**src/rtl/hazard_ctrl.sv**
```systemverilog
// Pipeline hazard unit: operand forwarding, load-use stall, branch flush and a
// memory-wait FSM with timeout. Define HAZARD_PERF_EN to add stall/flush counters.
module hazard_ctrl #(
  parameter int unsigned MEM_TIMEOUT = 16
) (
  input  logic       clk,
  input  logic       reset,
  input  logic [4:0] Rs1D,
  input  logic [4:0] Rs2D,
  input  logic [4:0] Rs1E,
  input  logic [4:0] Rs2E,
  input  logic [4:0] RdE,
  input  logic [4:0] RdM,
  input  logic [4:0] RdW,
  input  logic       RegWriteM,
  input  logic       RegWriteW,
  input  logic       LoadE,
  input  logic       PCSrcE,
  input  logic       MemReqM,
  input  logic       MemReadyM,
  output logic [1:0] ForwardAE,
  output logic [1:0] ForwardBE,
  output logic       StallF,
  output logic       StallD,
  output logic       StallE,
  output logic       StallM,
  output logic       FlushD,
  output logic       FlushE,
  output logic       FlushW,
  output logic       MemErr
`ifdef HAZARD_PERF_EN
  ,
  output logic [31:0] StallCount,
  output logic [31:0] FlushCount
`endif
);

  localparam logic [0:0] RUN      = 1'b0;
  localparam logic [0:0] MEM_WAIT = 1'b1;
  localparam logic [7:0] LIMIT    = 8'(MEM_TIMEOUT - 1);

  logic [0:0] state_q, state_d;
  logic [7:0] cnt_q, cnt_d;
  logic       err_q;
  logic       at_limit, forced, mem_wait, lw_stall;

  // Memory stage result is younger than writeback, so it takes priority.
  function automatic logic [1:0] fwd_sel(input logic [4:0] rs, input logic wm,
                                         input logic [4:0] rdm, input logic ww,
                                         input logic [4:0] rdw);
    if (wm && rdm != 5'd0 && rdm == rs)      return 2'b10;
    else if (ww && rdw != 5'd0 && rdw == rs) return 2'b01;
    else                                     return 2'b00;
  endfunction

  assign ForwardAE = reset ? fwd_sel(Rs1E, RegWriteM, RdM, RegWriteW, RdW) : 2'b00;
  assign ForwardBE = reset ? fwd_sel(Rs2E, RegWriteM, RdM, RegWriteW, RdW) : 2'b00;

  assign at_limit = (state_q == MEM_WAIT) && (cnt_q == LIMIT);
  assign forced   = at_limit && !MemReadyM;
  assign mem_wait = MemReqM && !MemReadyM && !at_limit;
  assign lw_stall = LoadE && (RdE != 5'd0) && ((RdE == Rs1D) || (RdE == Rs2D));
  assign MemErr   = err_q;

  always_comb begin
    StallF = 1'b0;
    StallD = 1'b0;
    StallE = 1'b0;
    StallM = 1'b0;
    FlushD = 1'b0;
    FlushE = 1'b0;
    FlushW = 1'b0;
    if (reset) begin
      if (mem_wait) begin
        StallF = 1'b1;
        StallD = 1'b1;
        StallE = 1'b1;
        StallM = 1'b1;
        FlushW = 1'b1;
      end else if (PCSrcE) begin
        FlushD = 1'b1;
        FlushE = 1'b1;
      end else if (lw_stall) begin
        StallF = 1'b1;
        StallD = 1'b1;
        FlushE = 1'b1;
      end
    end
  end

  always_comb begin
    state_d = state_q;
    cnt_d   = 8'd0;
    case (state_q)
      RUN: begin
        if (MemReqM && !MemReadyM) state_d = MEM_WAIT;
      end
      MEM_WAIT: begin
        if (MemReadyM || at_limit) state_d = RUN;
        else                       cnt_d   = cnt_q + 8'd1;
      end
      default: state_d = RUN;
    endcase
  end

  always_ff @(posedge clk or negedge reset) begin
    if (!reset) begin
      state_q <= RUN;
      cnt_q   <= 8'd0;
      err_q   <= 1'b0;
    end else begin
      state_q <= state_d;
      cnt_q   <= cnt_d;
      if (forced) err_q <= 1'b1;
    end
  end

`ifdef HAZARD_PERF_EN
  logic [31:0] stall_cnt_q, flush_cnt_q;

  always_ff @(posedge clk or negedge reset) begin
    if (!reset) begin
      stall_cnt_q <= 32'd0;
      flush_cnt_q <= 32'd0;
    end else begin
      if (StallF && stall_cnt_q != 32'hFFFF_FFFF) stall_cnt_q <= stall_cnt_q + 32'd1;
      if (FlushE && flush_cnt_q != 32'hFFFF_FFFF) flush_cnt_q <= flush_cnt_q + 32'd1;
    end
  end

  assign StallCount = stall_cnt_q;
  assign FlushCount = flush_cnt_q;
`endif

endmodule

```
**config.mk**
```make
export PLATFORM = sky130hd
export DESIGN_NAME = hazard_ctrl
export DESIGN_NICKNAME = d
export VERILOG_FILES = /design/src/rtl/hazard_ctrl.sv
export SDC_FILE = /design/constraint.sdc
export NUM_CORES = 1
export LEC_CHECK = 0
export ABC_AREA = 0
export CORE_MARGIN = 2
export CORE_UTILIZATION = 55
export CTS_BUF_LIST = sky130_fd_sc_hd__clkbuf_8 sky130_fd_sc_hd__clkbuf_16
export CTS_CLUSTER_DIAMETER = 60
export DETAILED_ROUTE_END_ITERATION = 16
export DONT_BUFFER_PORTS = 1
export HOLD_SLACK_MARGIN = 0.02
export PLACE_DENSITY = 0.79
export REMOVE_ABC_BUFFERS = 1
export SLEW_MARGIN = 20
export SYNTH_ARGS = -nofsm -noshare
export SYNTH_HDL_FRONTEND = slang
export SYNTH_SLANG_ARGS = --single-unit
```
**constraint.sdc**
```tcl
create_clock -name clk -period 3.7 [get_ports clk]
set_input_delay 1.11 -clock clk [delete_from_list [all_inputs] [get_ports clk]]
set_output_delay 1.11 -clock clk [all_outputs]
set_load 0.05 [all_outputs]
```
==> out/results.txt, run 1 <==
The biggest area contributor in the post-synthesis netlist is sky130_fd_sc_hd__dfrtp_1. The run gives 0 as the overall overflow remaining after global route. Clock tree synthesis selected as its root buffer the cell sky130_fd_sc_hd__clkbuf_8. The longest individual stage delay on the worst path is 540 ps. Once the clock tree was built, the setup fixing pass inserted 0 buffers.

In this run the power density over the cells is 314 mW/mm². Sequential cells account for 37.0% of the total power. The flow ran to the end, and the final reports show no timing, DRC or antenna violations. The maximum fanout count along the critical path is 3, and the first-pass GRT wire length is 3.25 mm.

The die outline area came out at 0.00198 mm². At the end of the flow the core is filled with cells to 66.2%. The setup check on the worst reg-to-reg path leaves a slack of 2160 ps. The run gives 19.8% as the share of power burned in combinational logic. The proportion of synthesized chip area in sequential cells was 27.8%. The logs give 787 for the via count of the first global-routing pass and 17 for the largest net degree at the start of global routing. The tools report the worst flop-to-flop path startpoint as cnt_q[0]. After technology mapping, the gate count stands at 103.

Kind of start point of the critical path: an input port. The critical path starts at RdM[1]. The tools report the number of routed nets with antenna violations as 0. TritonCTS built the clock tree. The area overhead of the layout relative to synthesis is 12.1%, and the post-synthesis cell type count is 28.

The fmax was 0.283 GHz; the transition time at the pin with the least slew margin was 497 ps. The number of filler instances in the final layout is 116, and the number of buffers on the longest clock path is 2. The run gives 0 as the number of instances resized during post-cts repair. The overall routed net length is 1.92 mm, and the part of the total power dissipated in the clock network is 43.3%. The remaining max-slew budget at the tightest pin is 67.1%. The path class of the lowest-slack min-delay path was reg -> reg. The worst reg2reg path depth was 5. Setup repair after global routing left no endpoint under its margin. Clock tree synthesis found a total of 10 sinks. After detailed routing, the average wire length per cell comes to 15.4 µm. The period utilization is 95.5%, and the half-perimeter wire length after placement is 1.60 mm. The required time at the worst-slack endpoint is 2590 ps, and the synthesized area divided by synthesized cell count is 8.73 µm².

The overall track demand over capacity in global routing came out at 22.4%. The end of the worst register-to-register path is state_q. The critical-path cell with the highest stage delay is sky130_fd_sc_hd__or4_1.

Leaving out fill and tap cells, the most frequent cells in the layout are 24 x sky130_fd_sc_hd__xor2_1, 12 x sky130_fd_sc_hd__xnor2_1, 10 x sky130_fd_sc_hd__dfrtp_1, 10 x sky130_fd_sc_hd__nor2_1, 7 x sky130_fd_sc_hd__nand3_1. The arrival time reported for the critical path endpoint is 2420 ps, and the clock transition at the registers of the reported paths is 50 ps. Max-cap violations in this run came to 0. By area the synthesized netlist is led by sky130_fd_sc_hd__dfrtp_1 28%, sky130_fd_sc_hd__xor2_1 23%, sky130_fd_sc_hd__xnor2_1 12%.

The family with the most delay on the worst path is simple AND/OR/NAND/NOR gates. 55 I/O pins were placed. The top cell type by area accounts for 27.8% of the synthesized area. The post-route netlist has 13.8% of its cells at a drive strength greater than 1. The peak supply drop was 0.256 mV; the internal power summed over all cells was 0.233 mW.

Endpoint of the worst hold path: cnt_q[0]. The horizontal die dimension was 44.4 µm; the flip-flop and latch area was 250 µm². The clock arrives with 1.65 ps of skew. Setup violations remaining at the end of the flow were counted as 0. At the end of routability-driven placement, the weighted congestion stood at 0.783. The setup path with the least slack is of type in -> out. For the total inserted antenna cells, the log shows 0. The tools report the total CTS buffers as 3.

The number of endpoints with negative hold slack in the final report was 0; the critical path buffer and inverter count was 1. The number of antenna violations at the first check in global routing is 0, and the post-detailed-route via-to-cell ratio is 6.00. The overall die height is 44.4 µm, and the final period demand of the worst path is 3530 ps. For this run, the post-layout net count is 154. In this run switching power makes up 26.4% of total power. For this block, the via count after detailed routing is 750.

The number of buffers inserted by hold repair at cts was 0. The floorplan has 14 rows. The yosys synthesis warning count was 0. The hold-critical path depth was 1; the switching power was 0.0833 mW. The logs give 0 for the count of pins over their slew limit and 0.421 nW for the leakage dissipation. Buffers placed on the I/O ports in this run total 0. The setup TNS after final layout was 0 ps. The worst hold path begins at cnt_q[0]. The clock latency at the later pin of the worst-skew pair is 230 ps. The signal on the critical path passes through or4_1 > o21ai_2 > nor4_1 > nor4_2 > buf_4. The first detailed-routing pass ran for 4 iterations. The standard cell core area is 0.00152 mm², and the area of the mapped netlist is 900 µm².

The synthesized design contains 10 register bits. Leaving out fill and tap cells, the most frequent cell in the layout is sky130_fd_sc_hd__xor2_1. The multi-input combinational cells in the finished layout cover a total of 631 µm². The H-tree depth was 1; the starting density of the core was 59.0%. After detailed routing, the number of remaining DRC violations is 0. The tools report the sort of element at the end of the critical path as an output port. For this block, the initial DRC count from the detailed router was 15.
[synthesized netlist by cell type]
| cell | n |
|---|---|
| sky130_fd_sc_hd__a22oi_1 | 1 |
| sky130_fd_sc_hd__a41o_1 | 1 |
| sky130_fd_sc_hd__and2_1 | 1 |
| sky130_fd_sc_hd__and2_2 | 1 |
| sky130_fd_sc_hd__and3_1 | 3 |
| sky130_fd_sc_hd__buf_4 | 3 |
| sky130_fd_sc_hd__dfrtp_1 | 10 |
| sky130_fd_sc_hd__ha_1 | 1 |
| sky130_fd_sc_hd__inv_1 | 4 |
| sky130_fd_sc_hd__nand2_1 | 1 |
| sky130_fd_sc_hd__nand2b_1 | 1 |
| sky130_fd_sc_hd__nand3_1 | 7 |
| sky130_fd_sc_hd__nand3b_1 | 1 |
| sky130_fd_sc_hd__nand4_1 | 1 |
| sky130_fd_sc_hd__nor2_1 | 11 |
| sky130_fd_sc_hd__nor3_1 | 5 |
| sky130_fd_sc_hd__nor4_1 | 2 |
| sky130_fd_sc_hd__nor4_2 | 1 |
| sky130_fd_sc_hd__o211ai_1 | 1 |
| sky130_fd_sc_hd__o21ai_0 | 2 |
| sky130_fd_sc_hd__o21ai_2 | 1 |
| sky130_fd_sc_hd__o21bai_1 | 1 |
| sky130_fd_sc_hd__o22ai_1 | 1 |
| sky130_fd_sc_hd__o31ai_1 | 1 |
| sky130_fd_sc_hd__or3_1 | 1 |
| sky130_fd_sc_hd__or4_1 | 4 |
| sky130_fd_sc_hd__xnor2_1 | 12 |
| sky130_fd_sc_hd__xor2_1 | 24 |
[sequential cells by signal, summed over array words and instances, names as in the netlist]
register  count
MemErr        1
cnt_q         8
state_q       1
[worst max path at each step]
| stage | to | slack, ps | depth (start not counted) |
|---|---|---|---|
| after floorplan | FlushW | -750 | 3 |
| after global placement | ForwardBE[0] | 250 | 5 |
| after detailed placement | ForwardBE[0] | 200 | 5 |
| after CTS | ForwardBE[0] | 190 | 5 |
| after global routing | ForwardBE[0] | 150 | 5 |
| final | ForwardBE[0] | 170 | 5 |
[power groups by stage]
stage               registers, mW  clock network [mW]  logic [mW]
detailed placement          0.119                   0      0.0622
finish                      0.117               0.137      0.0625
floorplan                   0.118                   0      0.0520
CTS                         0.117               0.138      0.0625
global route                0.117               0.146      0.0686
global placement            0.118                   0      0.0604
[routing by layer]
| layer | routed length (µm) | GRT usage [%] | share of wire [%] | vias up |
|---|---|---|---|---|
| li1 | - | - | - | 367 |
| met1 | 775 | 26.6 | 40 | 345 |
| met2 | 982 | 37.6 | 51 | 36 |
| met5 | 0 | 0 | 0 | - |
| met3 | 149 | 6.12 | 7.8 | 2 |
| met4 | 13 | 9.70 | 0.68 | 0 |
[area by class of cell]
class | count | share of cell area, %
Timing Repair Buffer | 5 | 3.72
Sequential cell | 10 | 24.8
Clock buffer | 4 | 5.46
Multi-Input combinational cell | 86 | 62.5
Tap cell | 16 | 1.99
Inverter | 4 | 1.49
[stage by stage]
stage	hold slack [ps]	area [µm²]	worst slack, ps	cells	total power, mW
2_1_floorplan	425	877	-752	100	0.170
3_3_place_gp	439	953	249	121	0.179
3_5_place_dp	475	953	198	121	0.181
4_1_cts	481	1010	193	125	0.318
5_1_grt	496	1010	155	125	0.332
6_report	480	1010	166	125	0.316
[kinds of logic (layout without fill, tap and decap cells)]
| logic type | Yosys count | after routing | synth area share [%] |
|---|---|---|---|
| adder cells (fa/ha/maj) | 1 | 1 | 1.39 |
| flip-flops | 10 | 10 | 27.8 |
| AND/OR/NAND/NOR | 40 | 40 | 24.3 |
| buffers and inverters | 7 | 13 | 4.17 |
| AO/OA/AOI/OAI | 9 | 9 | 7.23 |
| XOR/XNOR | 36 | 36 | 35.0 |
No activity file was read; power rests on OpenSTA's default activity.
==> run 2, diff against run 1 <==
==> constraint.sdc (replaced) <==
create_clock -name clk -period 3.28 [get_ports clk]
set_input_delay 0.984 -clock clk [delete_from_list [all_inputs] [get_ports clk]]
set_output_delay 0.984 -clock clk [all_outputs]
set_load 0.05 [all_outputs]
==> out/results.txt, run 2 (synthesis gave the netlist of run 1 again) <==
The worst reg2reg path depth was 5 (unchanged); the number of filler instances in the final layout was 122 (+5.2%). The logs give 0 (unchanged) for the number of routed nets with antenna violations and 0 (unchanged) for the count of pins over their slew limit. For the slack of the worst reg-to-reg path, the log shows 1740 ps (-420 ps). Largest net degree at the start of global routing: 17 (unchanged).

The tools report the first-pass GRT wire length as 3.44 mm (+5.8%). The H-tree depth was 1 (unchanged); the mean routed wirelength per cell was 16.4 µm (+6.8%). In this run the critical register-to-register path is launched from cnt_q[0]. The overall overflow remaining after global route came out at 0 (unchanged).

The tools report the remaining max-slew budget at the tightest pin as 67.6% (+0.52 points). For the area of all placed cells without fillers, the log shows 0.00103 mm² (+1.9%). Leaving out fill and tap cells, the most frequent cells in the layout are 24 x sky130_fd_sc_hd__xor2_1, 12 x sky130_fd_sc_hd__xnor2_1, 10 x sky130_fd_sc_hd__dfrtp_1, 10 x sky130_fd_sc_hd__nor2_1, 7 x sky130_fd_sc_hd__nand3_1. The critical path buffer and inverter count is 1 (unchanged), and the horizontal die dimension is 44.4 µm (unchanged).

The total inserted antenna cells was 0 (unchanged); the number of endpoints with negative hold slack in the final report was 0 (unchanged). Cell row count: 14 (unchanged). Top register by number of flip-flops: cnt_q. The first-pass iteration count of the detailed router is 4 (unchanged), and the fmax is 0.316 GHz. STA classifies the critical path endpoint as an output port. The longest individual stage delay on the worst path was 530 ps (about the same). The tools report the number of instances resized during post-cts repair as 0 (unchanged). The via count of the first global-routing pass is 868 (+10%). The number of port buffers works out to 0 (unchanged). The total CTS buffers came out at 3 (unchanged). The worst setup path is launched from an input port. The required time at the worst-slack endpoint came out at 2300 ps (-290 ps). In this run the clock root is driven by a sky130_fd_sc_hd__clkbuf_8.

The run gives 1.80 mm (+12%) as the half-perimeter wire length after placement. For the leakage dissipation, the log shows 0.425 nW (+0.86%). The DRC violations left is 0 (unchanged), and the post-detailed-placement cell area is 986 µm² (+3.4%). The highest signal layer in the routed design was met3.

Die outline area: 0.00198 mm² (unchanged). The run gives 0.00152 mm² (unchanged) as the standard cell core area. The critical-path cell with the highest stage delay is sky130_fd_sc_hd__or4_1.

The library cell used most frequently in the layout, excluding fill and tap cells, is sky130_fd_sc_hd__xor2_1. End of the worst register-to-register path: state_q. The setup TNS after final layout came out at 0 ps (unchanged). The run finished with clean final reports. The share of post-route cells with drive strength above 1 was 13.8% (unchanged).

Clock sink count: 10 (unchanged). The net count reported at finish was 155 (+0.65%). The area growth from synthesis to layout is 14.2%. The logs give 0 (unchanged) for the max-capacitance violation count and 12 (-3) for the count of routing violations after the opening detailed-route iteration. The logs give 23.5% (+1.2 points) for the overall track demand over capacity in global routing and 2.05 mm (+6.8%) for the overall routed net length. The count of vias placed by the detailed router was 755 (+0.67%).

The peak supply drop was 0.270 mV (+5.5%); the arrival time reported for the critical path endpoint was 2180 ps (-240 ps). The power density of the placed cells is 320 mW/mm² (+2.2%). The clock transition at the registers of the reported paths came out at 50 ps (about the same).

The logs give 2 (unchanged) for the number of buffers on the longest clock path and 0 (unchanged) for the count of endpoints failing setup in the final report. The detailed route wirelength on metal3 was 155 µm (+4.0%); the worst hold slack across all endpoints was 450 ps (-30.4 ps). Setup repair after global routing left no endpoint under its margin. The path class of the lowest-slack min-delay path was in -> async. The worst clock skew on the final layout came out at 1.89 ps (+0.240 ps). TritonCTS built the clock tree. The number of antenna violations at the first check in global routing was 0 (unchanged).

Traced cell by cell, the critical path runs through or4_1 > o21ai_2 > nor4_1 > nor3_1 > buf_4. The post-route met1 wirelength was 734 µm (-5.3%); the routed wire length on met2 was 1.16 mm (+18%). The transition time at the pin with the least slew margin came out at 486 ps (-11.2 ps). The worst-case setup slack after placement is 56.7 ps (-141 ps), and the number of top-level design ports is 55 (unchanged). The worst-case setup margin in the final layout was 118 ps (-48.1 ps). The final period demand of the worst path was 3160 ps. Broken down by cell family, the worst path's largest delay share belongs to simple AND/OR/NAND/NOR gates. The overall die height was 44.4 µm (unchanged); the starting density of the core was 59.0% (unchanged).

The maximum fanout count along the critical path is 3 (unchanged). The tools report the routability-driven placement congestion ratio as 0.805 (+2.8%). The worst setup path is of the in -> out kind. For the clock latency at the later pin of the worst-skew pair, the log shows 230 ps (about the same). The tools report the placed cell count as 122 (+0.83%). The worst path uses 96.4% of the clock period.

The post-detailed-route via-to-cell ratio is 6.04 (+0.67%), and the number of cells in the finished layout apart from fillers is 125 (unchanged). The flip-flop count of the largest register after layout works out to 8 (unchanged).
[run 2: cell types whose count changed in the layout (fill, tap and decap cells not counted), sizes merged]
| cell | change |
|---|---|
| clkbuf | -1 |
| buf | +1 |
[run 2: stage by stage]
step                      util, %  power (mW)
after floorplan                 -       0.192
after global placement       64.7       0.206
after detailed placement     64.7       0.210
after CTS                    67.4       0.332
after global routing         67.4       0.343
final                        67.4       0.329
[run 2: repair_timing]
action / in CTS / in global routing
hold endpoints to repair: 0 / 0
hold buffers: 0 / 0
buffers inserted: 0 / 0
setup endpoints to repair: 0 / 1
[run 2: worst max path at each step]
stage,end,cells past startpoint,from,slack (ps)
2_1_floorplan,FlushW,3,MemReadyM,-920
3_3_place_gp,ForwardBE[0],5,RdM[1],80
3_5_place_dp,ForwardBE[0],5,RdM[1],60
4_1_cts,ForwardBE[0],5,RdM[1],50
5_1_grt,StallD,5,RdE[1],30
6_report,ForwardAE[0],5,RdM[1],120
[run 2: area by class of cell]
| cell class | count | area, µm² | share of cell area, % |
|---|---|---|---|
| clock buffer | 3 | 41.3 | 4.02 |
| multi-input combinational | 86 | 631 | 61.4 |
| inverter | 4 | 15.0 | 1.46 |
| sequential | 10 | 250 | 24.4 |
| tap | 16 | 20.0 | 1.95 |
| timing repair buffer | 6 | 70.1 | 6.82 |
[run 2: layer usage]
| layer | up-vias | track usage [%] |
|---|---|---|
| met2 | 31 | 45.3 |
| met4 | 0 | 9.70 |
| met1 | 359 | 25.4 |
| met5 | - | 0 |
| met3 | 0 | 2.86 |
| li1 | 365 | - |
[run 2: report_power, final]
part / total (mW) / leakage [nW] / internal (mW) / switching (mW)
registers: 0.132 / 0.136 / 0.127 / 0.00495
logic: 0.0758 / 0.268 / 0.0338 / 0.0419
clock network: 0.121 / 0.0216 / 0.0798 / 0.0416
total: 0.329 / 0.425 / 0.241 / 0.0885
